==> config.mk <==
export PLATFORM = sky130hd
export DESIGN_NAME = crossbar_master_q
export DESIGN_NICKNAME = d
export VERILOG_FILES = /design/src/rtl/crossbar_pkg.sv /design/src/rtl/sync_fifo.sv /design/src/rtl/crossbar_master_q.sv
export SDC_FILE = /design/constraint.sdc
export NUM_CORES = 1
export LEC_CHECK = 0
export BUFFER_PORTS_ARGS = -buffer_cell sky130_fd_sc_hd__buf_2
export CAP_MARGIN = 20
export CELL_PAD_IN_SITES_DETAIL_PLACEMENT = 0
export CELL_PAD_IN_SITES_GLOBAL_PLACEMENT = 1
export CORE_UTILIZATION = 30
export CTS_CLUSTER_DIAMETER = 40
export DETAILED_ROUTE_END_ITERATION = 8
export PLACE_DENSITY = 0.57
export REMOVE_ABC_BUFFERS = 1
export SLEW_MARGIN = 20
export SYNTH_ARGS = -nofsm -noshare
export SYNTH_HDL_FRONTEND = slang
export SYNTH_SLANG_ARGS = --single-unit
export TNS_END_PERCENT = 1
==> constraint.sdc <==
create_clock -name iClk -period 5.58 [get_ports iClk]
set_input_delay 0.558 -clock iClk [delete_from_list [all_inputs] [get_ports iClk]]
set_output_delay 0.558 -clock iClk [all_outputs]
set_load 0.005 [all_outputs]
==> src/rtl/crossbar_pkg.sv <==
// Shared types and width helpers for the queued crossbar master.
package crossbar_pkg;

  typedef enum logic [2:0] {
    ST_INIT = 3'b001,
    ST_IDLE = 3'b010,
    ST_REQ  = 3'b100
  } state_e;

  localparam logic CMD_READ  = 1'b0;
  localparam logic CMD_WRITE = 1'b1;

  // Packed command layout, MSB first: {oper, addr, wdata}
  function automatic int cmd_width(input int addr_w, input int data_w);
    return 1 + addr_w + data_w;
  endfunction

endpackage

==> src/rtl/sync_fifo.sv <==
// Single-clock FIFO with registered occupancy count; head word is read combinationally.
module sync_fifo #(
  parameter int pWidth = 8,
  parameter int pDepth = 4
) (
  input  logic                      iClk,
  input  logic                      iRst,
  input  logic                      iPush,
  input  logic                      iPop,
  input  logic [pWidth-1:0]         iData,
  output logic [pWidth-1:0]         oData,
  output logic                      oFull,
  output logic                      oEmpty,
  output logic [$clog2(pDepth):0]   oCount
);

  localparam int PTR_W = $clog2(pDepth);

  logic [pWidth-1:0] mem_q [pDepth];
  logic [pWidth-1:0] mem_d [pDepth];
  logic [PTR_W-1:0]  wr_ptr_q, wr_ptr_d;
  logic [PTR_W-1:0]  rd_ptr_q, rd_ptr_d;
  logic [PTR_W:0]    count_q, count_d;
  logic              push_ok, pop_ok;

  assign oFull   = (count_q == (PTR_W+1)'(pDepth));
  assign oEmpty  = (count_q == '0);
  assign oCount  = count_q;
  assign oData   = mem_q[rd_ptr_q];
  // Full is judged on the registered count, so a pop never makes room for a same-cycle push
  assign push_ok = iPush && !oFull;
  assign pop_ok  = iPop && !oEmpty;

  always_comb begin
    mem_d    = mem_q;
    wr_ptr_d = wr_ptr_q;
    rd_ptr_d = rd_ptr_q;
    if (push_ok) begin
      mem_d[wr_ptr_q] = iData;
      wr_ptr_d        = wr_ptr_q + 1'b1;
    end
    if (pop_ok) begin
      rd_ptr_d = rd_ptr_q + 1'b1;
    end
    count_d = count_q + (PTR_W+1)'(push_ok) - (PTR_W+1)'(pop_ok);
  end

  always_ff @(posedge iClk) begin
    if (iRst) begin
      wr_ptr_q <= '0;
      rd_ptr_q <= '0;
      count_q  <= '0;
    end else begin
      wr_ptr_q <= wr_ptr_d;
      rd_ptr_q <= rd_ptr_d;
      count_q  <= count_d;
    end
  end

  always_ff @(posedge iClk) begin
    mem_q <= mem_d;
  end

endmodule

==> src/rtl/crossbar_master_q.sv <==
// Crossbar master that queues local read/write commands and issues them one at a time
// on the req/ack interface, with optional ack timeout.
module crossbar_master_q
  import crossbar_pkg::*;
#(
  parameter int pAddr_W     = 32,
  parameter int pData_W     = 32,
  parameter int pFifo_Depth = 4,
  parameter int pInit_Delay = 10,
  parameter int pTimeout    = 0
) (
  input  logic               iClk,
  input  logic               iRst,
  input  logic               iStart,
  input  logic               iOper,
  input  logic [pAddr_W-1:0] iAddr,
  input  logic [pData_W-1:0] iWrite_Data,
  output logic               oFull,
  output logic               oOverflow,
  output logic               oBusy,
  output logic [pData_W-1:0] oRdata,
  output logic               oRvalid,
  output logic               oWr_done,
  output logic               oTimeout,
  output logic               master_req,
  output logic [pAddr_W-1:0] master_addr,
  output logic               master_cmd,
  output logic [pData_W-1:0] master_wdata,
  input  logic               master_ack,
  input  logic [pData_W-1:0] master_rdata
);

  localparam int CMD_W  = cmd_width(pAddr_W, pData_W);
  localparam int CNT_W  = $clog2(pFifo_Depth) + 1;
  localparam int INIT_W = $clog2(pInit_Delay + 1);
  localparam int WAIT_W = (pTimeout > 1) ? $clog2(pTimeout) : 1;
  localparam logic [INIT_W-1:0] INIT_LIM = INIT_W'(pInit_Delay);
  // The wait counter holds the number of completed REQ cycles; the last allowed one is pTimeout-1
  localparam logic [WAIT_W-1:0] WAIT_LIM = (pTimeout > 0) ? WAIT_W'(pTimeout - 1) : '0;

  state_e             state_q, state_d;
  logic [INIT_W-1:0]  init_cnt_q, init_cnt_d;
  logic [WAIT_W-1:0]  wait_cnt_q, wait_cnt_d;
  logic               req_q, req_d;
  logic [pAddr_W-1:0] addr_q, addr_d;
  logic               cmd_q, cmd_d;
  logic [pData_W-1:0] wdata_q, wdata_d;
  logic [pData_W-1:0] rdata_q, rdata_d;
  logic               rvalid_q, rvalid_d;
  logic               wr_done_q, wr_done_d;
  logic               timeout_q, timeout_d;
  logic               overflow_q, overflow_d;
  logic               busy_q, busy_d;

  logic [CMD_W-1:0]   fifo_din, fifo_dout;
  logic               fifo_pop, fifo_full, fifo_empty;
  logic [CNT_W-1:0]   fifo_count, count_nxt;
  logic               push_ok;

  assign fifo_din = {iOper, iAddr, iWrite_Data};
  assign push_ok  = iStart && !fifo_full;

  sync_fifo #(
    .pWidth (CMD_W),
    .pDepth (pFifo_Depth)
  ) u_cmd_fifo (
    .iClk   (iClk),
    .iRst   (iRst),
    .iPush  (iStart),
    .iPop   (fifo_pop),
    .iData  (fifo_din),
    .oData  (fifo_dout),
    .oFull  (fifo_full),
    .oEmpty (fifo_empty),
    .oCount (fifo_count)
  );

  always_comb begin
    state_d    = state_q;
    init_cnt_d = init_cnt_q;
    wait_cnt_d = wait_cnt_q;
    req_d      = req_q;
    addr_d     = addr_q;
    cmd_d      = cmd_q;
    wdata_d    = wdata_q;
    rdata_d    = rdata_q;
    rvalid_d   = 1'b0;
    wr_done_d  = 1'b0;
    timeout_d  = 1'b0;
    overflow_d = iStart && fifo_full;
    fifo_pop   = 1'b0;

    case (state_q)
      ST_INIT: begin
        if (init_cnt_q == INIT_LIM) begin
          state_d = ST_IDLE;
        end else begin
          init_cnt_d = init_cnt_q + 1'b1;
        end
      end
      ST_IDLE: begin
        if (!fifo_empty) begin
          fifo_pop   = 1'b1;
          cmd_d      = fifo_dout[CMD_W-1];
          addr_d     = fifo_dout[pAddr_W+pData_W-1 -: pAddr_W];
          wdata_d    = fifo_dout[pData_W-1:0];
          req_d      = 1'b1;
          wait_cnt_d = '0;
          state_d    = ST_REQ;
        end
      end
      ST_REQ: begin
        // An ack in the limit cycle takes priority over the timeout
        if (master_ack) begin
          req_d   = 1'b0;
          state_d = ST_IDLE;
          if (cmd_q == CMD_READ) begin
            rdata_d  = master_rdata;
            rvalid_d = 1'b1;
          end else begin
            wr_done_d = 1'b1;
          end
        end else if ((pTimeout > 0) && (wait_cnt_q == WAIT_LIM)) begin
          req_d     = 1'b0;
          timeout_d = 1'b1;
          state_d   = ST_IDLE;
        end else if (pTimeout > 0) begin
          wait_cnt_d = wait_cnt_q + 1'b1;
        end
      end
      default: begin
        state_d    = ST_INIT;
        init_cnt_d = INIT_W'(1);
        req_d      = 1'b0;
      end
    endcase

    count_nxt = fifo_count + CNT_W'(push_ok) - CNT_W'(fifo_pop);
    busy_d    = (state_d != ST_IDLE) || (count_nxt != '0);
  end

  always_ff @(posedge iClk) begin
    if (iRst) begin
      state_q    <= ST_INIT;
      init_cnt_q <= INIT_W'(1);
      wait_cnt_q <= '0;
      req_q      <= 1'b0;
      addr_q     <= '0;
      cmd_q      <= 1'b0;
      wdata_q    <= '0;
      rdata_q    <= '0;
      rvalid_q   <= 1'b0;
      wr_done_q  <= 1'b0;
      timeout_q  <= 1'b0;
      overflow_q <= 1'b0;
      busy_q     <= 1'b1;
    end else begin
      state_q    <= state_d;
      init_cnt_q <= init_cnt_d;
      wait_cnt_q <= wait_cnt_d;
      req_q      <= req_d;
      addr_q     <= addr_d;
      cmd_q      <= cmd_d;
      wdata_q    <= wdata_d;
      rdata_q    <= rdata_d;
      rvalid_q   <= rvalid_d;
      wr_done_q  <= wr_done_d;
      timeout_q  <= timeout_d;
      overflow_q <= overflow_d;
      busy_q     <= busy_d;
    end
  end

  assign oFull        = fifo_full;
  assign oOverflow    = overflow_q;
  assign oBusy        = busy_q;
  assign oRdata       = rdata_q;
  assign oRvalid      = rvalid_q;
  assign oWr_done     = wr_done_q;
  assign oTimeout     = timeout_q;
  assign master_req   = req_q;
  assign master_addr  = addr_q;
  assign master_cmd   = cmd_q;
  assign master_wdata = wdata_q;

endmodule

# After elaboration in Yosys (flattened, before gate mapping)
# Cells that the tools add are included.
# totals
regBits	376
input_bits	101
output_inout_bits	104
word_cells	78
# classes
n_addsub	6
order_cmp	3
eq_ne	9
n_mux	19
n_bitwise	8
reduce_logical	15
# ops
op	n
bitwise mux 260 bit	1
2-to-1 mux 65 bit	3
binary-select mux 65 bit (select 2 bit)	1
demux 65 bit (select 2 bit)	1
2-to-1 mux 3 bit	3
case mux 3 bit (3 select lines)	1
case mux 4 bit (2 select lines)	1
equality test 3 bit, second input constant	2
>= comparator 3 bit, second input constant	2
2-to-1 mux 1 bit	6
inequality test 2 bit, second input constant	3
NOT 1 bit	6
NOT 2 -> 3 bit	2
AND reduction 3 bit	2
subtractor 3 x 1 -> 3 bit	2
adder 2 x 1 -> 2 bit, second input constant	2
adder 4 x 1 -> 4 bit, second input constant	1
equality test 4 bit, second input constant	1
logical AND 1 bit	4
2-to-1 mux 4 bit	1
AND reduction 2 bit	2
adder 3 x 1 -> 3 bit	1
equality test 3 x 1 -> 1 bit, second input constant	1
equality test 3 x 2 -> 1 bit, second input constant	1
other kinds (9)	10

# Logic depth before layout (Yosys ltp)
# Gate-level depths: netlist (run 1).
# depth
word_depth	7
depth_mapped	10
ltp_nobuf	8

# By module
# Synthesis (run 1) repeated with hierarchy kept, for this count alone.
# unflattened
cells_unflattened	885
hier_area_um2	13830.8
# by_module_without_submodules
mod	n_inst	cells_each	area_per_inst_um2	seq_area_each_um2
sync_fifo	1	387	9814.4	7947.6
crossbar_master_q	1	498	4016.4	2182.1

# Worst setup path before layout (run 1)
# No wires, ideal clock.
# synth_path
kind	input to register
start	input port iStart
end	register u_cmd_fifo.mem_q[0] in the netlist's numbering, enable pin
setup_ns	0.430
t_arrival_ns	2.467
required_ns	5.150
slack_ns	2.683
path_stages	3
path_buffers	1
cell_sequence	nor2b_1 -> clkbuf_1 -> and2_1
# synth_via
elab_chain_len	1
# synth_rtl
element	line	rtl
start: declaration	crossbar_master_q.sv:14	input logic iStart,
logical AND 1 bit	n/a	
via push_ok	crossbar_master_q.sv:58	logic push_ok;
end signal: assignment	sync_fifo.sv:61	mem_q <= mem_d;
end: declaration	sync_fifo.sv:19	logic [pWidth-1:0] mem_q [pDepth];
# The timed path passes the listed nets, and every way through them passes these cells.
# A chain may end at the register's enable or synchronous reset.

# Final worst setup path (run 1)
# layout_path
start	register u_cmd_fifo.count_q[2], in the netlist u_cmd_fifo.oCount[2]
end	register busy_q, in the netlist oBusy
# layout_via
elab_chain_len	7
elab_cells_between_ends	13
cone_classes	add/sub (2); eq/ne (2); mux (4); reduce/logical (5)
# layout_rtl
element	line	rtl
start: declaration	sync_fifo.sv:23	logic [PTR_W:0] count_q, count_d;
start signal: assignment	sync_fifo.sv:56	count_q <= count_d;
equality test 3 bit	sync_fifo.sv:26	assign oFull = (count_q == (PTR_W+1)'(pDepth));
zero test 1 bit	crossbar_master_q.sv:61	assign push_ok = iStart && !fifo_full;
logical AND 1 bit	crossbar_master_q.sv:61	
adder 3 x 1 -> 3 bit	crossbar_master_q.sv:138	count_nxt = fifo_count + CNT_W'(push_ok) - CNT_W'(fifo_pop);
subtractor 3 x 1 -> 3 bit	crossbar_master_q.sv:138	
nonzero test 3 bit	crossbar_master_q.sv:139	busy_d = (state_d != ST_IDLE) || (count_nxt != '0);
logical OR 1 bit (*)	crossbar_master_q.sv:139	
end signal: assignment	crossbar_master_q.sv:170	busy_q <= busy_d;
end: declaration	crossbar_master_q.sv:53	logic busy_q, busy_d;
# Mark *: on every way between the ends. The rest lies on a longest branch, timed or not.

==> results of run 1 <==
-- cells in the final DEF (no fill, tap or decap), types with 4 or more instances in the layout --
cell        instances
nor3_1              5
clkinv_2            8
xor2_1              4
edfxtp_1          260
buf_4              11
clkinvlp_4          4
and2_4              4
clkbuf_16          59
mux4_2             65
nand2_1           196
a21oi_1            99
clkbuf_1            5
inv_1               7
inv_6              16
buf_2             202
bufinv_16           7
nand2b_1            4
dfxtp_1           114
nor2_1             12
clkinv_4            5
inv_8               4
xnor2_1             5
ha_1               11
-- logic make-up after synthesis --
| kind of cell | Yosys count | share of synthesized area, % |
|---|---|---|
| AND/OR/NAND/NOR | 238 | 7.17 |
| AO/OA/AOI/OAI | 105 | 4.01 |
| other | 1 | 0.0275 |
| multiplexers | 68 | 11.0 |
| flip-flops | 376 | 74.3 |
| adder cells (fa/ha/maj) | 11 | 1.01 |
| buffers and inverters | 60 | 1.99 |
| XOR/XNOR | 9 | 0.578 |
-- state kept, by name, summed over array words and instances, names as in the netlist, 3 cells and up --
register           count
init_cnt_q             4
master_wdata          32
state_q                3
master_addr           32
u_cmd_fifo.mem_q     260
oRdata                32
u_cmd_fifo.oCount      3
-- cell type report --
type	instances	area [um2]	share of cell area (%)
multi-input combinational	432	3260	18.8
clock buffer	65	1510	8.71
inverter	8	31.3	0.181
tap	592	741	4.28
sequential	376	10100	58.5
antenna	2	5.00	0.0289
clock inverter	45	528	3.05
timing repair buffer	214	1110	6.43
-- stage by stage --
| step | util, % | instances | setup slack, ns |
|---|---|---|---|
| after floorplan | - | 816 | 1.85 |
| after global placement | 34.3 | 1621 | 2.44 |
| after detailed placement | 34.3 | 1621 | 2.47 |
| after CTS | 38.9 | 1731 | 2.46 |
| after global routing | 38.9 | 1732 | 2.27 |
| final | 38.9 | 1734 | 2.58 |
-- power groups by stage --
stage	clock [W]	combinational [W]	sequential, W
2_1_floorplan	0	0.0000986	0.00317
3_3_place_gp	0	0.000213	0.00317
3_5_place_dp	0	0.000216	0.00317
4_1_cts	0.00380	0.000217	0.00311
5_1_grt	0.00393	0.000230	0.00312
6_report	0.00371	0.000207	0.00311
-- how the worst max path moves through the flow --
stage / startpoint / endpoint / slack (ns)
floorplan: u_cmd_fifo.rd_ptr_q[0] / master_addr[0] / 1.85
global placement: u_cmd_fifo.oCount[2] / oBusy / 2.44
detailed placement: u_cmd_fifo.oCount[2] / oBusy / 2.47
CTS: u_cmd_fifo.oCount[2] / oBusy / 2.46
global route: u_cmd_fifo.oCount[2] / oBusy / 2.27
finish: u_cmd_fifo.oCount[2] / oBusy / 2.58
-- per-layer routing --
layer,global-route usage [%],vias up,wire length [um]
met2,21.6,217,14500
met3,4.09,66,2000
met5,0,-,76
met4,5.01,10,725
met1,17.2,3815,13800
li1,-,3687,-
==> summary.txt, run 1 <==
Worst VDD drop = 0.237 mV
max-slew violation count = 0
Antenna Nets Post-Route = 0
clock buffer depth = 3
Critical Path Max Stage Delay = 0.80 ns
Core Rows = 77
die height = 215 um
Primary FF master, synth = edfxtp_1
Power, Total = 0.00702 W
Area Growth Syn to Fin = 27.0%
switching power = 0.00153 W
post-synthesis async set-or-reset flop share = 0%
detailed-route via count = 7,795
H-tree depth = 2
R2R Setup Slk = 2.58 ns
clk slew on worst S/H paths = 0.05 ns
Starting Density = 30.6%
max cap viols = 0
CTS tree = built
post-DP HPWL = 18,600 um
Avg Vias per Cell = 4.50
fin area = 17,300 um2
hold path depth = 1
Post-DP Area = 15,300 um2
Worst EP required = 6.04 ns
Total Neg Setup Slack = 0 ns
critical path endpoint category = flop
die area = 46,300 um2
sequential share of power = 44.3%
Ports = 205
min Tclk post-route = 3.00 ns
final hold violation count = 0
Pint = 0.00550 W
top-count cell post-synth = edfxtp_1
first-pass GRT wire length = 47,600 um
DR DRC count = 0
CTS hold repair buffers = 0
Synth cell types = 38
relative slew slack = 43.1%
DRT Pass-1 Iters = 4
Syn Inst Count = 868
sw frac = 21.8%
initial antenna violation count = 7
Final Skew = 0.0138 ns
Core ar. = 44,500 um2
post-CTS sizing = 0
CTS Root Cell = clkbuf_16
ratio of cells with drive above 1 in the final layout = 34.7%
Leakage = 6.15 nW
Synth Cell Area = 13,600 um2
Setup crit start kind = flop
FF-to-FF Start = u_cmd_fifo.oCount[2]
Post-CTS Setup Bufs = 0
Worst path depth = 7
RSZ-0062 raised after global routing = false
crit path cell chain = or3_1 -> nand2_4 -> clkinv_2 -> ha_1 -> xnor2_1 -> and3_1 -> nand3_1
nets = 1,202
status = complete, no violations
DIE WIDTH = 215 um
synth cell count leaders = 260 x edfxtp_1, 197 x nand2_1, 116 x dfxtp_1
Worst Path Buf+Inv = 1
syn avg cell area = 15.7 um2
number of synthesized flops with an enable pin = 260
DRT Wirelength = 31,200 um
hold path endpoint = u_cmd_fifo.mem_q[113]
post-DR wirelength/cell = 18.0 um
min-delay src = iAddr[16]
Top delay family on crit path = simple AND/OR/NAND/NOR gates
Synth area leader = edfxtp_1
maximum number of pins on one net before global-route repair = 73
Synth Register Bits = 376
maximum clock frequency = 333 MHz
Crit Path Class = flop to flop
synth top area cells = edfxtp_1 57%, dfxtp_1 17%, mux4_2 11%
Port Buffers = 203
gr usage total = 13.5%
top-area cell type share of the netlist area = 57.2%
Clk network pwr share = 52.8%
cts bufs inserted = 58
# setup viols final = 0
vias in the first global route = 7,908
register area share after synthesis = 74.3%
Pwr Density = 405 nW/um2
Arrival @ worst endpoint = 3.46 ns
GR Overflow Total = 0
worst-margin pin slew = 0.853 ns
slowest CP cell = clkinv_2
CP max FO = 45
Clock Latency Late Sink = 0.59 ns
CTS sink count = 376
fillcell total = 4,242
final worst-path cycle share = 53.8%
r2r endpoint = oBusy
Worst R2R Path Depth = 7
Hold/Removal Path Class = primary input to flop
GPL Wtd Cong = 0.735
number of DRC markers in iteration 0 = 452
Logic pwr share = 2.9%
WHS = 0.183 ns
Synth warnings = 0
No activity file was read; power rests on OpenSTA's default activity.
==> inputs of run 2 (changes only) <==
- ABC_AREA: unset -> 1
- PLACE_DENSITY: 0.57 -> 0.6
- clock period: 5.58 -> 2.74 ns (I/O delays scaled with it)
==> run 2 against run 1 <==
Compared with the run above: register-to-register slack got worse by 2.0 ns; power increased by 100%; worst hold slack improved by 0.23 ns; first-iteration DRC count increased by 19%; clock power increased by 96%; final area increased by 7.1%; largest cell class unchanged.
==> summary.txt, run 2 <==
Synth warnings = 0 (unchanged)
worst-margin pin slew = 0.778 ns (-0.0749 ns)
synth cell count leaders = 342 x nor2_1, 260 x edfxtp_1, 186 x o21ai_0
number of DRC markers in iteration 0 = 536 (+19%)
final worst-path cycle share = 79.7% (+26 points)
DR DRC count = 0 (unchanged)
Setup crit start kind = flop
Starting Density = 30.5% (-0.10 points)
Crit Path Class = flop to flop
diode count = 0 (-2)
Ports = 205 (unchanged)
post-DR wirelength/cell = 16.6 um (-7.4%)
nets = 1,606 (+34%)
initial antenna violation count = 2 (-5)
Pwr Density = 760 nW/um2 (+88%)
clock buffer depth = 3 (unchanged)
Synth Register Bits = 376 (unchanged)
Top delay family on crit path = adder cells
die height = 217 um (+0.90%)
Port Buffers = 203 (unchanged)
gr usage total = 15.0% (+1.5 points)
CP max FO = 6 (-87%)
# setup viols final = 0 (unchanged)
Worst Path Buf+Inv = 5 (+4)
critical path endpoint category = flop
GR Overflow Total = 0 (unchanged)
Core Rows = 78 (+1.3%)
Reg with most FFs = u_cmd_fifo.mem_q
post-DP HPWL = 20,600 um (+11%)
Largest register FFs = 260 (unchanged)
syn avg cell area = 11.8 um2 (-25%)
Primary FF master, synth = edfxtp_1
Clock Latency Late Sink = 0.61 ns (+0.02 ns)
relative slew slack = 48.1% (+5.0 points)
Synth Cell Area = 13,900 um2 (+1.8%)
Worst VDD drop = 0.467 mV (+97%)
min Tclk post-route = 2.18 ns (-0.819 ns)
DRT Wirelength = 35,700 um (+15%)
register area share after synthesis = 72.9% (-1.3 points)
CTS tree = built
RSZ-0062 raised after global routing = false
H-tree depth = 2 (unchanged)
CTS sink count = 376 (unchanged)
post-layout util = 40.8% (+1.9 points)
most common library cell in the layout ignoring fill and taps = nor2_1
crit path cell chain = inv_1 -> nor2_1 -> inv_1 -> nand2_1 -> inv_1 -> ha_1 -> inv_1 -> ha_1 -> ha_1 -> inv_1 -> o21ai_0 -> a21oi_1
most frequent cells in the layout = 338 x nor2_1, 260 x edfxtp_1, 203 x buf_2, 186 x o21ai_0, 114 x dfxtp_1
Critical Path Max Stage Delay = 0.40 ns (-0.40 ns)
cts bufs inserted = 61 (+5.2%)
DRT Pass-1 Iters = 5 (+1)
Core ar. = 45,500 um2 (+2.2%)
max cap viols = 0 (unchanged)
Synth cell types = 28 (-26%)
ratio of cells with drive above 1 in the final layout = 22.1% (-13 points)
top-area cell type share of the netlist area = 56.2% (-1.0 points)
max-slew violation count = 0 (unchanged)
Leakage = 7.20 nW (+17%)
post-synthesis async set-or-reset flop share = 0% (unchanged)
Area Growth Syn to Fin = 33.5%
Synth area leader = edfxtp_1
number of synthesized flops with an enable pin = 260 (unchanged)
Total Neg Setup Slack = 0 ns (unchanged)
top-count cell post-synth = nor2_1
maximum clock frequency = 458 MHz (+38%)
Avg Vias per Cell = 4.56 (+1.5%)
Hold/Removal Path Class = primary input to flop
Final Skew = 0.0293 ns (+0.0155 ns)
detailed-route via count = 9,787 (+26%)
Syn Inst Count = 1,181 (+36%)
die area = 47,200 um2 (+1.8%)
status = complete, no violations
GPL Wtd Cong = 0.718 (-2.2%)
cell repeated most along the worst path = inv_1
clk slew on worst S/H paths = 0.05 ns (about the same)
Antenna Nets Post-Route = 0 (unchanged)
CTS Root Cell = clkbuf_16
final hold violation count = 0 (unchanged)
Arrival @ worst endpoint = 2.70 ns (-0.76 ns)
synth top area cells = edfxtp_1 56%, dfxtp_1 17%, nor2_1 9.2%
vias in the first global route = 9,717 (+23%)
maximum number of pins on one net before global-route repair = 97 (+33%)
Worst EP required = 3.26 ns (-2.78 ns)
first-pass GRT wire length = 54,900 um (+15%)
DIE WIDTH = 217 um (+0.90%)
slowest CP cell = nand2_1
-- run 2: cell types whose count changed in the layout (fill, tap and decap cells not counted), moves of 6 or more --
cell,change
o21ai_0,+185
o22ai_1,+64
nand2_1,-176
inv_6,-12
a21oi_1,-89
nor2_4,+6
buf_4,+6
nor2_1,+326
inv_1,+15
o21ai_1,+46
clkbuf_1,+6
dlygate4sd3_1,+100
mux4_2,-65
-- run 2: final timing paths --
| check | from | endpoint | slack [ns] | cells past startpoint |
|---|---|---|---|---|
| min | iWrite_Data[1] | u_cmd_fifo.mem_q[196] | 0.42 | 2 |
| max reg2reg | u_cmd_fifo.oCount[2] | u_cmd_fifo.oCount[2] | 0.56 | 12 |
| min reg2reg | master_req | master_req | 0.47 | 2 |
| max | u_cmd_fifo.oCount[2] | u_cmd_fifo.oCount[2] | 0.56 | 12 |
-- run 2: cell families after synthesis --
logic type                 Yosys count  share of synthesized area, %
and+or+nand+nor                    379                          10.6
DFF                                376                          72.9
AOI/OAI and AO/OA                  308                          11.7
buffers and inverters              103                          3.54
adders and majority gates           11                         0.991
xor gates and xnor gates             3                         0.189
other                                1                        0.0270
-- run 2: per-stage QoR --
stage | area (um2) | setup WS, ns | power, W | hold slack [ns] | instances
final | 18500 | 0.557 | 0.0141 | 0.417 | 2146
after floorplan | 13500 | -1.19 | 0.00660 | 0.341 | 1106
after detailed placement | 15500 | 0.520 | 0.00682 | 0.458 | 1931
after global routing | 18500 | 0.312 | 0.0146 | 0.415 | 2146
after CTS | 18500 | 0.498 | 0.0143 | 0.387 | 2146
after global placement | 15500 | 0.574 | 0.00681 | 0.454 | 1931
-- run 2: worst register-to-register path, stage by stage (launching register included) --
cell,delay [ns]
dfxtp_1,0.38
inv_1,0.06
nor2_1,0.12
inv_1,0.06
nand2_1,0.40
inv_1,0.10
ha_1,0.29
inv_1,0.05
ha_1,0.20
ha_1,0.18
inv_1,0.06
o21ai_0,0.08
a21oi_1,0.14
-- run 2: final cells by class --
type / count / area [um2]
timing repair buffer: 325 / 2240
multi-input combinational: 702 / 3300
clock inverter: 36 / 318
clock buffer: 79 / 1690
sequential: 376 / 10100
tap: 600 / 751
fill: 4370 / 26900
inverter: 28 / 110
-- run 2: what timing repair did --
action | 4_1_cts | 5_1_grt
hold buffers | 100 | 0
setup buffers | 0 | 0
hold endpoints to repair | 298 | 0
resized for setup | 0 | 0
-- run 2: routing by layer --
layer	vias to the layer above	part of all wire (%)	wire length [um]	GRT usage, %
li1	4823	-	-	-
met1	4675	47	16600	19.6
met2	234	46	16400	24.3
met3	51	5.5	1970	3.56
met4	4	1.8	648	4.98
met5	-	0.064	23	0
-- run 2: power by group --
| group | internal (W) | switching [W] | total [W] |
|---|---|---|---|
| registers | 0.00626 | 0.0000434 | 0.00631 |
| logic | 0.000220 | 0.000290 | 0.000510 |
| clock network | 0.00456 | 0.00272 | 0.00728 |
| total | 0.0110 | 0.00306 | 0.0141 |
==> inputs of run 3 (changes only) <==
- PLACE_DENSITY: 0.6 -> 0.58
- clock period: 2.74 -> 2.1 ns (I/O delays scaled with it)
==> run 3 against run 2 <==
Compared with the run above: die area stayed put; critical endpoint unchanged; register-to-register slack worse by 0.25 ns; flip-flop and latch count stayed put; worst setup slack worse by 0.25 ns; core utilization is 0.62 points higher; global-route usage is 0.83 points higher; largest cell class unchanged; power is 36% higher; non-clock buffer count is 7 higher.
==> summary.txt, run 3 (same netlist as run 2, synthesis figures left out) <==
Pint = 0.0151 W (+37%)
die height = 217 um (unchanged)
initial antenna violation count = 4 (+2)
Core Rows = 78 (unchanged)
post-DP HPWL = 21,200 um (+3.0%)
hold path endpoint = u_cmd_fifo.oCount[1]
Core ar. = 45,500 um2 (unchanged)
DRT Pass-1 Iters = 5 (unchanged)
post-CTS sizing = 0 (unchanged)
fillcell total = 4,383 (+0.30%)
Worst VDD drop = 0.473 mV (+1.4%)
CTS Root Cell = clkbuf_16
relative slew slack = 61.1% (+13 points)
gr usage total = 15.8% (+0.83 points)
Largest register FFs = 260 (unchanged)
FF-to-FF Start = u_cmd_fifo.oCount[2]
Worst EP required = 2.58 ns (-0.68 ns)
worst-margin pin slew = 0.583 ns (-0.195 ns)
maximum clock frequency = 556 MHz (+21%)
CP max FO = 3 (-3)
first-pass GRT wire length = 57,300 um (+4.4%)
H-tree depth = 3 (+1)
final worst-path cycle share = 85.6% (+5.9 points)
nets = 1,618 (+0.75%)
maximum number of pins on one net before global-route repair = 57 (-41%)
Starting Density = 30.5% (unchanged)
Ports = 205 (unchanged)
most common library cell in the layout ignoring fill and taps = nor2_1
slowest CP cell = dfxtp_1
GR Util met1 = 20.2% (+0.52 points)
min-delay src = iRst
Post-CTS Setup Bufs = 0 (unchanged)
dpl cells = 1,939 (+0.41%)
Critical Path Max Stage Delay = 0.37 ns (-0.03 ns)
Clk network pwr share = 53.6% (+2.0 points)
CTS sink count = 376 (unchanged)
Crit Path Class = flop to flop
Power, Total = 0.0192 W (+36%)
ratio of cells with drive above 1 in the final layout = 22.7% (+0.68 points)
Arrival @ worst endpoint = 2.28 ns (-0.42 ns)
CTS hold repair buffers = 99 (-1.0%)
Leakage = 7.34 nW (+2.0%)
fin cells = 2,159 (+0.61%)
final hold violation count = 0 (unchanged)
Hold/Removal Path Class = primary input to flop
Area Growth Syn to Fin = 35.6%
detailed-route via count = 9,915 (+1.3%)
Setup crit start = u_cmd_fifo.oCount[2]
# setup viols final = 0 (unchanged)
Clock Latency Late Sink = 0.57 ns (-0.04 ns)
DIE WIDTH = 217 um (unchanged)
max-slew violation count = 0 (unchanged)
DR DRC count = 0 (unchanged)
Logic pwr share = 3.6% (about the same)
DRT Wirelength = 36,800 um (+3.2%)
R2R Setup Slk = 0.30 ns (-0.25 ns)
number of DRC markers in iteration 0 = 496 (-7.5%)
vias in the first global route = 9,857 (+1.4%)
Reg with most FFs = u_cmd_fifo.mem_q
Port Buffers = 203 (unchanged)
min Tclk post-route = 1.80 ns (-0.385 ns)
hold path depth = 3 (+1)
post-DR wirelength/cell = 17.1 um (+2.5%)
M2 GR Usage = 26.0% (+1.7 points)
most frequent cells in the layout = 338 x nor2_1, 260 x edfxtp_1, 203 x buf_2, 186 x o21ai_0, 114 x dfxtp_1
Pwr Density = 1020 nW/um2 (+34%)
status = complete, no violations
Antenna Nets Post-Route = 0 (unchanged)
Avg Vias per Cell = 4.59 (+0.70%)
sw frac = 21.5% (-0.19 points)
critical path endpoint category = flop
sequential share of power = 42.8% (-1.9 points)
Worst R2R Path Depth = 12 (unchanged)
Setup crit start kind = flop
crit path cell chain = inv_1 -> nor2_1 -> inv_1 -> nand2_1 -> inv_1 -> ha_1 -> ha_1 -> inv_1 -> ha_1 -> inv_1 -> o21ai_0 -> a21oi_1
RSZ-0062 raised after global routing = false
met3 global-route usage = 4.03% (+0.46 points)
Final Skew = 0.0222 ns (-0.00714 ns)
Total Neg Setup Slack = 0 ns (unchanged)
GRT busiest layer = met2
GPL Wtd Cong = 0.750 (+4.4%)
CTS tree = built
die area = 47,200 um2 (unchanged)
switching power = 0.00413 W (+35%)
max cap viols = 0 (unchanged)
clock buffer depth = 3 (unchanged)
cts bufs inserted = 66 (+8.2%)
cell repeated most along the worst path = inv_1
r2r endpoint = u_cmd_fifo.oCount[2]
GR Overflow Total = 0 (unchanged)
clk slew on worst S/H paths = 0.05 ns (about the same)
-- run 3: changes by cell type in the layout (fill, tap and decap cells not counted), moves of 3 or more --
cell	change
clkinvlp_4	-4
bufinv_16	+3
clkinv_4	-3
inv_6	+7
clkinv_1	+3
clkbuf_1	-4
buf_12	+7
clkbuf_16	+4
-- run 3: final cells by class --
cell class                      count  area (um2)  area share [%]
Timing Repair Buffer              332        2380            12.7
Sequential cell                   376       10100            53.8
Clock inverter                     42         402            2.13
Tap cell                          600         751            3.99
Inverter                           28         110           0.585
Multi-Input combinational cell    702        3300            17.5
Antenna cell                        2        5.00          0.0266
Clock buffer                       77        1740            9.26
-- run 3: stage by stage --
stage / hold slack [ns] / instance area, um2 / utilization [%] / setup WS (ns)
global placement: 0.427 / 15700 / 34.5 / 0.299
finish: 0.0326 / 18800 / 41.4 / 0.302
detailed placement: 0.427 / 15700 / 34.5 / 0.281
floorplan: 0.277 / 13500 / - / -1.83
global route: 0.0307 / 18800 / 41.4 / 0.0878
CTS: 0.00603 / 18800 / 41.4 / 0.276
-- run 3: worst max path at each step --
| stage | end | slack [ns] | cells after the start |
|---|---|---|---|
| 6_report | u_cmd_fifo.oCount[2] | 0.30 | 12 |
| 4_1_cts | u_cmd_fifo.oCount[2] | 0.28 | 12 |
| 3_3_place_gp | u_cmd_fifo.oCount[2] | 0.30 | 12 |
| 3_5_place_dp | u_cmd_fifo.oCount[2] | 0.28 | 13 |
| 5_1_grt | u_cmd_fifo.oCount[2] | 0.09 | 13 |
| 2_1_floorplan | u_cmd_fifo.mem_q[0] | -1.83 | 6 |
-- run 3: power by group through the flow --
| stage | logic (W) | registers (W) | clock network (W) |
|---|---|---|---|
| 6_report | 0.000691 | 0.00823 | 0.0103 |
| 3_3_place_gp | 0.000549 | 0.00837 | 0 |
| 2_1_floorplan | 0.000228 | 0.00839 | 0 |
| 5_1_grt | 0.000766 | 0.00824 | 0.0109 |
| 4_1_cts | 0.000707 | 0.00823 | 0.0106 |
| 3_5_place_dp | 0.000553 | 0.00837 | 0 |
-- run 3: worst max-delay path: cells and delay by family (launching register included) --
kind,cells,cell delay [ns]
adders and majority gates,3,0.64
DFF,1,0.37
buffers and inverters,5,0.26
AOI/OAI and AO/OA,2,0.22
and+or+nand+nor,2,0.22
-- run 3: metal layers --
layer,up-vias,wire length (um)
met3,61,2130
met5,-,29
met2,273,17400
met4,4,670
met1,4733,16600
li1,4844,-
